[config.mk]
export PLATFORM = sky130hd
export DESIGN_NAME = round_timer_ctrl
export DESIGN_NICKNAME = d
export VERILOG_FILES = /design/src/rtl/round_timer_ctrl.sv
export SDC_FILE = /design/constraint.sdc
export NUM_CORES = 1
export LEC_CHECK = 0
export CORE_ASPECT_RATIO = 0.7
export CORE_MARGIN = 3
export CORE_UTILIZATION = 44
export CTS_BUF_LIST = sky130_fd_sc_hd__clkbuf_16
export CTS_CLUSTER_SIZE = 20
export DETAILED_ROUTE_END_ITERATION = 12
export PLACE_DENSITY = 0.76
export SYNTH_ARGS = -nofsm -noshare
export SYNTH_HDL_FRONTEND = slang
export SYNTH_SLANG_ARGS = --single-unit
export TNS_END_PERCENT = 10
[constraint.sdc]
create_clock -name Clock -period 4.15 [get_ports Clock]
set_clock_uncertainty 0.05 [all_clocks]
set_input_delay 0.83 -clock Clock [delete_from_list [all_inputs] [get_ports Clock]]
set_output_delay 0.83 -clock Clock [all_outputs]
set_load 0.005 [all_outputs]
[src/rtl/round_timer_ctrl.sv]
// Per-round countdown controller for the binary math game.
// Drives the enable/clear of the 1 ms / 100 ms / 1 s tick chain and
// counts the round's remaining seconds from its one-second tick.
module round_timer_ctrl #(
   parameter int unsigned WIDTH           = 8,
   parameter int unsigned DEFAULT_SECONDS = 30,
   parameter int unsigned WARN_THRESHOLD  = 5
) (
   input  logic             Clock,
   input  logic             Reset,
   input  logic             Start,
   input  logic             Pause,
   input  logic             Answered,
   input  logic [WIDTH-1:0] LoadSeconds,
   input  logic             OneSecondTick,
   output logic             TickEnable,
   output logic             TickClear,
   output logic [WIDTH-1:0] SecondsLeft,
   output logic             TimeUp,
   output logic             Running,
   output logic             Warning,
   output logic [1:0]       StateOut
);

   typedef enum logic [1:0] {
      IDLE    = 2'd0,
      RUN     = 2'd1,
      PAUSED  = 2'd2,
      EXPIRED = 2'd3
   } stateT;

   localparam logic [WIDTH-1:0] DefaultLoad = WIDTH'(DEFAULT_SECONDS);
   localparam logic [WIDTH-1:0] WarnLevel   = WIDTH'(WARN_THRESHOLD);
   localparam logic [WIDTH-1:0] OneSecond   = WIDTH'(1);

   stateT state;

   // Round sequencing: Start > Answered > tick > Pause, all outputs registered
   always_ff @(posedge Clock or posedge Reset) begin
      if (Reset) begin
         state       <= IDLE;
         SecondsLeft <= '0;
         TickEnable  <= 1'b0;
         TickClear   <= 1'b0;
         TimeUp      <= 1'b0;
         Running     <= 1'b0;
      end else begin
         TickClear <= 1'b0;
         TimeUp    <= 1'b0;
         if (Start) begin
            SecondsLeft <= (LoadSeconds == '0) ? DefaultLoad : LoadSeconds;
            TickClear   <= 1'b1;
            TickEnable  <= 1'b1;
            Running     <= 1'b1;
            state       <= RUN;
         end else begin
            unique case (state)
               RUN: begin
                  if (Answered) begin
                     // SecondsLeft is kept for scoring
                     state      <= IDLE;
                     TickEnable <= 1'b0;
                     Running    <= 1'b0;
                  end else if (OneSecondTick && SecondsLeft == OneSecond) begin
                     // Expiry takes precedence over a coincident Pause
                     SecondsLeft <= '0;
                     TimeUp      <= 1'b1;
                     state       <= EXPIRED;
                     TickEnable  <= 1'b0;
                     Running     <= 1'b0;
                  end else begin
                     // A non-expiring tick still lands when Pause coincides
                     if (OneSecondTick && SecondsLeft > OneSecond)
                        SecondsLeft <= SecondsLeft - OneSecond;
                     if (Pause) begin
                        state      <= PAUSED;
                        TickEnable <= 1'b0;
                        Running    <= 1'b0;
                     end
                  end
               end
               PAUSED: begin
                  if (Answered) begin
                     state <= IDLE;
                  end else if (Pause) begin
                     // Resume without TickClear keeps the partial second
                     state      <= RUN;
                     TickEnable <= 1'b1;
                     Running    <= 1'b1;
                  end
               end
               EXPIRED: begin
                  state <= EXPIRED;
               end
               default: begin
                  state <= IDLE;
               end
            endcase
         end
      end
   end

   // Warning is decoded from registered values only
   always_comb begin
      Warning  = Running && (SecondsLeft <= WarnLevel);
      StateOut = state;
   end

endmodule

Word level (Yosys, flattened, before mapping)
Cells that the tools add are included.
{ "classes": {"addsub": 1, "n_lt_le_gt_ge": 2, "eq_ne": 9, "n_mux": 25, "reduce_logical": 10} }
{ "op_table": {"columns": ["cell", "n"], "rows": [
  ["$mux W8", 6],
  ["$mux W2", 6],
  ["$mux W1", 11],
  ["$eq A8 B1 Y1 const B", 1],
  ["$gt A8 B1 Y1 const B", 1],
  ["$le A8 B3 Y1 const B", 1],
  ["$logic_not A8 Y1", 1],
  ["$sub A8 B1 Y8 const B", 1],
  ["$ne A3 B3 Y1 const B", 2],
  ["$pmux W2 S3", 1],
  ["$reduce_bool A3 Y1", 2],
  ["$ne A5 B5 Y1 const B", 1],
  ["$eq A2 B2 Y1 const B", 2],
  ["$ne A4 B4 Y1 const B", 1],
  ["$reduce_and A4 Y1", 1],
  ["$logic_and A1 B1 Y1", 3],
  ["$reduce_and A3 Y1", 1],
  ["$eq A2 B1 Y1 const B", 1],
  ["$ne A2 B2 Y1 const B", 1],
  ["$pmux W1 S2", 1],
  ["$reduce_and A2 Y1", 1],
  ["$reduce_bool A2 Y1", 1]
]} }
{ "totals": {"reg_bits": 13, "input_bits": 14, "out_inout_bits": 15, "word_cells": 52} }

Depth between registers and ports, before layout
Gate-level depths: netlist of the first run.
{ "logic_depth": {"word_depth": 7, "ltp_mapped": 7, "mapped_depth_nobuf": 6} }

Least setup slack after synthesis of the first run
OpenSTA, ideal clock, no wires.
{ "synth_path": {"path_kind": "register -> output", "start": "reg SecondsLeft[0]", "end": "out Warning", "arrival_time_ps": 1167, "path_slack_ps": 2103, "path_stages_with_launch": 6, "path_buffers": 1, "cell_sequence": "dfrtp_1 inv_1 ha_1 buf_6 o311ai_0 nor2_1"} }
{ "synth_via": {"elab_chain_cells": 2} }
{ "synth_rtl": {"columns": ["element", "line", "rtl"], "rows": [
  ["from (decl)", "18", "output logic [WIDTH-1:0] SecondsLeft,"],
  ["from (signal assigned)", "51", "SecondsLeft <= (LoadSeconds == '0) ? DefaultLoad : LoadSeconds;"],
  ["from (signal assigned)", "74", "SecondsLeft <= SecondsLeft - OneSecond;"],
  ["$le A8 B3 Y1", "105", "Warning = Running && (SecondsLeft <= WarnLevel);"],
  ["$logic_and A1 B1 Y1", "105", null],
  ["to (decl)", "21", "output logic Warning,"]
]} }
No other way between the ends.

Final worst setup path of the first run
Ends and elaborated chain as after synthesis.

==> metrics.yaml, run 1 <==
path_clk_slew_ns: 0.05
cts_hold_buf: 0
gr-total-overflow: 0
timing.critical_path.to_type: "primary output"
cellPowerDensity_nw_per_um2: 360
nFillCells: 134
hold_viol: 0
antenna_found_initial: 0
ys_warn_count: 0
syn_area_per_cell_um2: 9.33
grt_pass1_vias: 900
drc: 0
die_x_um: 59.9
place.gp.congestion: 0.830
worstMarginPinSlew_ns: 0.773
rsz0062_at_grt: "no"
rows: 12
rr_worst_depth: 6
drtAntennaViolNets: 0
io_buffers: 28
ir_drop_uv: 246
htree_num_levels: 1
drt_first_iter_violations: 32
path_cells: "inv_1, ha_1, o311ai_0, nor2_1, clkdlybuf4s50_1"
synth_cells: 96
clk_path_buf_depth: 2
critPathSlowestCell: "o311ai_0"
outcome: "finished, final reports clean"
fin_setup_tns_ns: 0
cts_sinks: 13
required_ns: 3.27
path_delay_family: "buffers and inverters"
hpwlAfterDp_mm: 1.91
synth_seq_area_share_pct: 36.3
drive_gt1_share_pct: 10.5
syn_area_um2: 896
multi_input_area_um2: 500
critPathArrivalTime_ns: 2.08
via_count: 910
wl_per_cell_um: 17.3
core_region_area_um2: 1740
p_leak_uw: 0.000487
critPathMaxFanout: 8
grt_pass1_wl_mm: 4.21
drt_pass1_iterations: 4
die_h_um: 43.8
worst_hold_path.endpoint: "TimeUp"
maxSlewHeadroom_pct: 48.0
r2r_slack_ns: 2.11
num_antenna_cells: 0
die-area_um2: 2620
grt.total_usage_pct: 21.5
ios: 29
drt_wl_total_mm: 2.51
synth_cell_types: 37
initial_core_util_pct: 51.4
fin_util_pct: 71.9
hold_depth: 1
cts_resized: 0
synth_nets: 112
cts_buffers: 3
grt_max_degree: 23
post-route-period-util_pct: 71.3
cts_root_buffer: "clkbuf_16"
slowest_delay_ns: 0.49
ys_ff_latch: 13
reg2reg_from: "SecondsLeft[0]"
nNetsFinal: 141
area_delta_synth_final_pct: 39.8
cts_tree: "done"
fmax_mhz: 338
period_minus_slack_ns: 2.96
seq_area_um2: 325
slew_violations: 0
clk-insertion-delay-late_ns: 0.25
maxCapViolCount: 0
setup_viol: 0
crit_buf_inv: 2
cts_setup_buffers: 0
r2r-end: "SecondsLeft[3]"
cp-start-kind: "register"
crit_type: "register to primary output"
hold_path.class: "register to register"
layout_commonest_cell: "clkdlybuf4s50_1"
min_from: "StateOut[1]"
mostFrequentLayoutCells: "clkdlybuf4s50_1, dfrtp_1, inv_1"
vias_per_cell: 6.28
[report_power, final]
| group | internal [uW] | total (uW) | switching (uW) |
|---|---|---|---|
| Combinational | 57.8 | 109 | 51.7 |
| Sequential | 138 | 155 | 16.6 |
| Clock | 128 | 186 | 58.6 |
[worst reg2reg max path, cell delays in order, from the launching register on]
cell	delay (ns)
dfrtp_1	0.39
inv_1	0.10
ha_1	0.31
mux2_4	0.33
a311oi_4	0.45
nand2_1	0.14
o311ai_0	0.14
[cell families (layout without fill, tap and decap cells)]
| logic type | count (synthesis) | in the layout | synth area share, % |
|---|---|---|---|
| simple gates | 35 | 35 | 25.8 |
| compound gates | 29 | 29 | 24.3 |
| buf+inv | 15 | 43 | 7.82 |
| flops | 13 | 13 | 36.3 |
| fa+ha+maj | 2 | 2 | 2.79 |
| mux | 2 | 2 | 2.93 |
[layout make-up]
type / instances / area share [%]
Clock inverter: 1 / 0.300
Clock buffer: 3 / 5.99
Inverter: 11 / 3.30
Sequential cell: 13 / 26.0
Multi-Input combinational cell: 68 / 40.0
Timing Repair Buffer: 28 / 22.4
Tap cell: 21 / 2.10
[Yosys cell counts]
master	instances	area share (%)
mux2_4	1	1.7
nand4_1	4	2.8
and4bb_2	1	1.4
nand4bb_4	1	3.1
o21ai_0	7	3.9
nor3_1	2	1.1
nor4_1	4	2.8
a221o_2	1	1.3
nor3b_1	1	0.84
nor2b_1	2	1.4
dfrtp_1	13	36
nand2_1	5	2.1
o211ai_1	1	0.84
ha_1	2	2.8
a21o_1	1	0.84
buf_6	1	1.3
o21ai_1	1	0.56
nand2b_1	1	0.70
o21a_1	1	0.84
a31o_2	1	0.98
o41ai_1	1	0.98
o311ai_0	2	2.0
nand3_1	5	2.8
or3_1	1	0.70
o211ai_2	1	1.4
a41o_2	1	1.3
buf_2	2	1.1
a311o_1	1	1.1
a311oi_1	1	0.98
buf_4	1	0.84
a21oi_1	8	4.5
nor4_4	1	2.4
nor2_1	5	2.1
or4_1	2	1.7
inv_1	11	4.6
a311oi_4	1	2.9
mux2_2	1	1.3
[how the worst max path moves through the flow]
stage	start	to	cells past startpoint
after global routing	SecondsLeft[0]	Warning	5
final	SecondsLeft[0]	Warning	5
after floorplan	SecondsLeft[0]	Warning	5
after CTS	SecondsLeft[0]	Warning	5
after detailed placement	SecondsLeft[0]	Warning	5
after global placement	SecondsLeft[0]	Warning	5
[stage by stage]
stage | instances | instance area, um^2 | hold WS (ns) | worst slack (ns) | total power, uW
after CTS | 145 | 1250 | 0.544 | 1.19 | 451
final | 145 | 1250 | 0.554 | 1.19 | 450
after detailed placement | 141 | 1170 | 0.535 | 1.47 | 265
after global routing | 145 | 1250 | 0.584 | 1.10 | 470
after floorplan | 96 | 896 | 0.488 | 2.10 | 213
after global placement | 141 | 1170 | 0.532 | 1.50 | 263
[sequential cells by signal, indices dropped and copies added (netlist names)]
| register | cells |
|---|---|
| SecondsLeft | 8 |
| StateOut | 2 |
| Running | 1 |
| TickClear | 1 |
| TimeUp | 1 |
[per-layer routing]
layer / track usage (%) / part of all wire (%) / vias to the layer above
li1: - / - / 421
met1: 32.2 / 46 / 435
met2: 28.4 / 43 / 51
met3: 7.14 / 10 / 3
met4: 6.64 / 0.32 / 0
met5: 0 / 0 / -
Note: power is estimated with default switching activity, not from simulation.
==> inputs of run 2 (changes only) <==
- clock period: 4.15 -> 2.95 ns (I/O delays scaled with it)
==> run 2 against run 1 <==
Die area did not move. Cell area grew 0.60%. Utilization increased by 0.43 points. Cell count rose by 0.69%. Clock power is 33% higher. Worst hold slack improved by 0.011 ns. Total power is 38% higher. Via count decreased by 1.1%. Critical path type unchanged. Critical endpoint unchanged. Highest routed layer unchanged.
==> metrics.yaml, run 2 (synthesized netlist as in run 1, its figures left out) <==
core_region_area_um2: 1740  # unchanged
nNetsFinal: 142  # +0.71%
gr-total-overflow: 0  # unchanged
outcome: "finished, final reports clean"
grt_pass1_vias: 817  # -9.2%
worstMarginPinSlew_ns: 0.757  # -0.0163 ns
ios: 29  # unchanged
drt_first_iter_violations: 38  # +19%
maxCapViolCount: 0  # unchanged
drc: 0  # unchanged
cts_root_buffer: "clkbuf_16"
area_delta_synth_final_pct: 40.6
initial_core_util_pct: 51.4  # unchanged
die-area_um2: 2620  # unchanged
mostFrequentLayoutCells: "clkdlybuf4s50_1, dfrtp_1, inv_1"
drt_wl_total_mm: 2.52  # +0.60%
hold_path.class: "register to register"
required_ns: 2.31  # -0.96 ns
vias_per_cell: 6.16  # -1.8%
grt_max_degree: 17  # -26%
die_x_um: 59.9  # unchanged
post-route-period-util_pct: 91.6
die_h_um: 43.8  # unchanged
cts_buffers: 3  # unchanged
p_int_uw: 455  # +41%
clk-insertion-delay-late_ns: 0.24  # about the same
largest_reg_flops: 8  # unchanged
drive_gt1_share_pct: 11.2  # +0.72 points
cts_sinks: 13  # unchanged
nFillCells: 145  # +8.2%
htree_num_levels: 1  # unchanged
p_seq_share_pct: 35.0  # +0.7 points
clk_path_buf_depth: 2  # unchanged
critPathMaxFanout: 8  # unchanged
slew_violations: 0  # unchanged
period_minus_slack_ns: 2.70
hpwlAfterDp_mm: 1.95  # +2.3%
num_antenna_cells: 0  # unchanged
fmax_mhz: 370
hold_viol: 0  # unchanged
comb_power_share_pct: 25.1  # +0.8 points
cts_hold_buf: 0  # unchanged
cts_tree: "done"
layout_commonest_cell: "clkdlybuf4s50_1"
top_register: "SecondsLeft"
cts_resized: 0  # unchanged
io_buffers: 28  # unchanged
ir_drop_uv: 412  # +67%
fin_setup_tns_ns: 0  # unchanged
critPathArrivalTime_ns: 2.06  # -0.02 ns
place.gp.congestion: 0.815  # -1.9%
p_sw_share_pct: 26.9  # -1.3 points
maxSlewHeadroom_pct: 49.1  # +1.1 points
drt_pass1_iterations: 10  # +6
wl_per_cell_um: 17.3  # about the same
via_count: 900  # -1.1%
crit_type: "register to primary output"
cp-start-kind: "register"
cts_setup_buffers: 0  # unchanged
p_clk_share_pct: 39.9  # -1.5 points
grt.total_usage_pct: 21.4  # -0.053 points
p_leak_uw: 0.000492  # +0.99%
timing.critical_path.to_type: "primary output"
rsz0062_at_grt: "no"
placed_area_um2: 1180  # +0.64%
setup_viol: 0  # unchanged
grt_pass1_wl_mm: 4.10  # -2.6%
stdcell_area_um2: 1260  # +0.60%
antenna_found_initial: 0  # unchanged
rows: 12  # unchanged
switchingPower_uw: 167  # +32%
cellPowerDensity_nw_per_um2: 494  # +37%
drtAntennaViolNets: 0  # unchanged
path_clk_slew_ns: 0.04  # about the same
-- run 2: changes by cell type in the layout (fill, tap and decap cells not counted) --
cell and change:
buf_4 +1
-- run 2: per-layer routing --
layer  track usage (%)  part of all wire (%)  vias up
met3              6.55                   5.8        4
li1                  -                     -      424
met4              5.31                  0.75        0
met1              31.3                    47      436
met2              30.4                    47       36
met5                 0                     0        -
-- run 2: power groups by stage --
stage | clock (uW) | sequential (uW) | combinational, uW
global route | 263 | 221 | 171
global placement | 0 | 218 | 151
CTS | 252 | 218 | 156
detailed placement | 0 | 220 | 154
floorplan | 0 | 217 | 82.4
finish | 248 | 218 | 156
-- run 2: worst paths after layout --
kind	start	end	slack [ns]	depth (start not counted)
max	SecondsLeft[0]	Warning	0.25	5
min	StateOut[1]	TimeUp	0.56	1
max reg2reg	SecondsLeft[1]	SecondsLeft[7]	0.86	6
min reg2reg	StateOut[1]	TimeUp	0.56	1
max in group asynchronous	Reset	StateOut[0]	1.87	2
min in group asynchronous	Reset	TickClear	0.65	2
-- run 2: metrics by stage --
step	cells	hold WS [ns]	setup WS, ns	util [%]	total power (uW)
after CTS	146	0.557	0.274	72.3	625
after floorplan	96	0.417	1.11	-	300
after detailed placement	142	0.550	0.539	67.8	373
final	146	0.565	0.248	72.3	623
after global routing	146	0.620	0.154	72.3	655
after global placement	142	0.530	0.580	67.8	369
-- run 2: critical path, stage by stage (launching register included) --
cell and delay (ns):
dfrtp_1 0.38, inv_1 0.10, ha_1 0.32, o311ai_0 0.47
nor2_1 0.09, clkdlybuf4s50_1 0.46
-- run 2: final cells by class --
cell class | instances | area [um^2] | area share, %
inverter | 11 | 41.3 | 3.28
multi-input combinational | 68 | 500 | 39.7
sequential | 13 | 325 | 25.8
clock inverter | 1 | 3.75 | 0.298
tap | 21 | 26.3 | 2.09
timing repair buffer | 29 | 288 | 22.8
clock buffer | 3 | 75.1 | 5.96
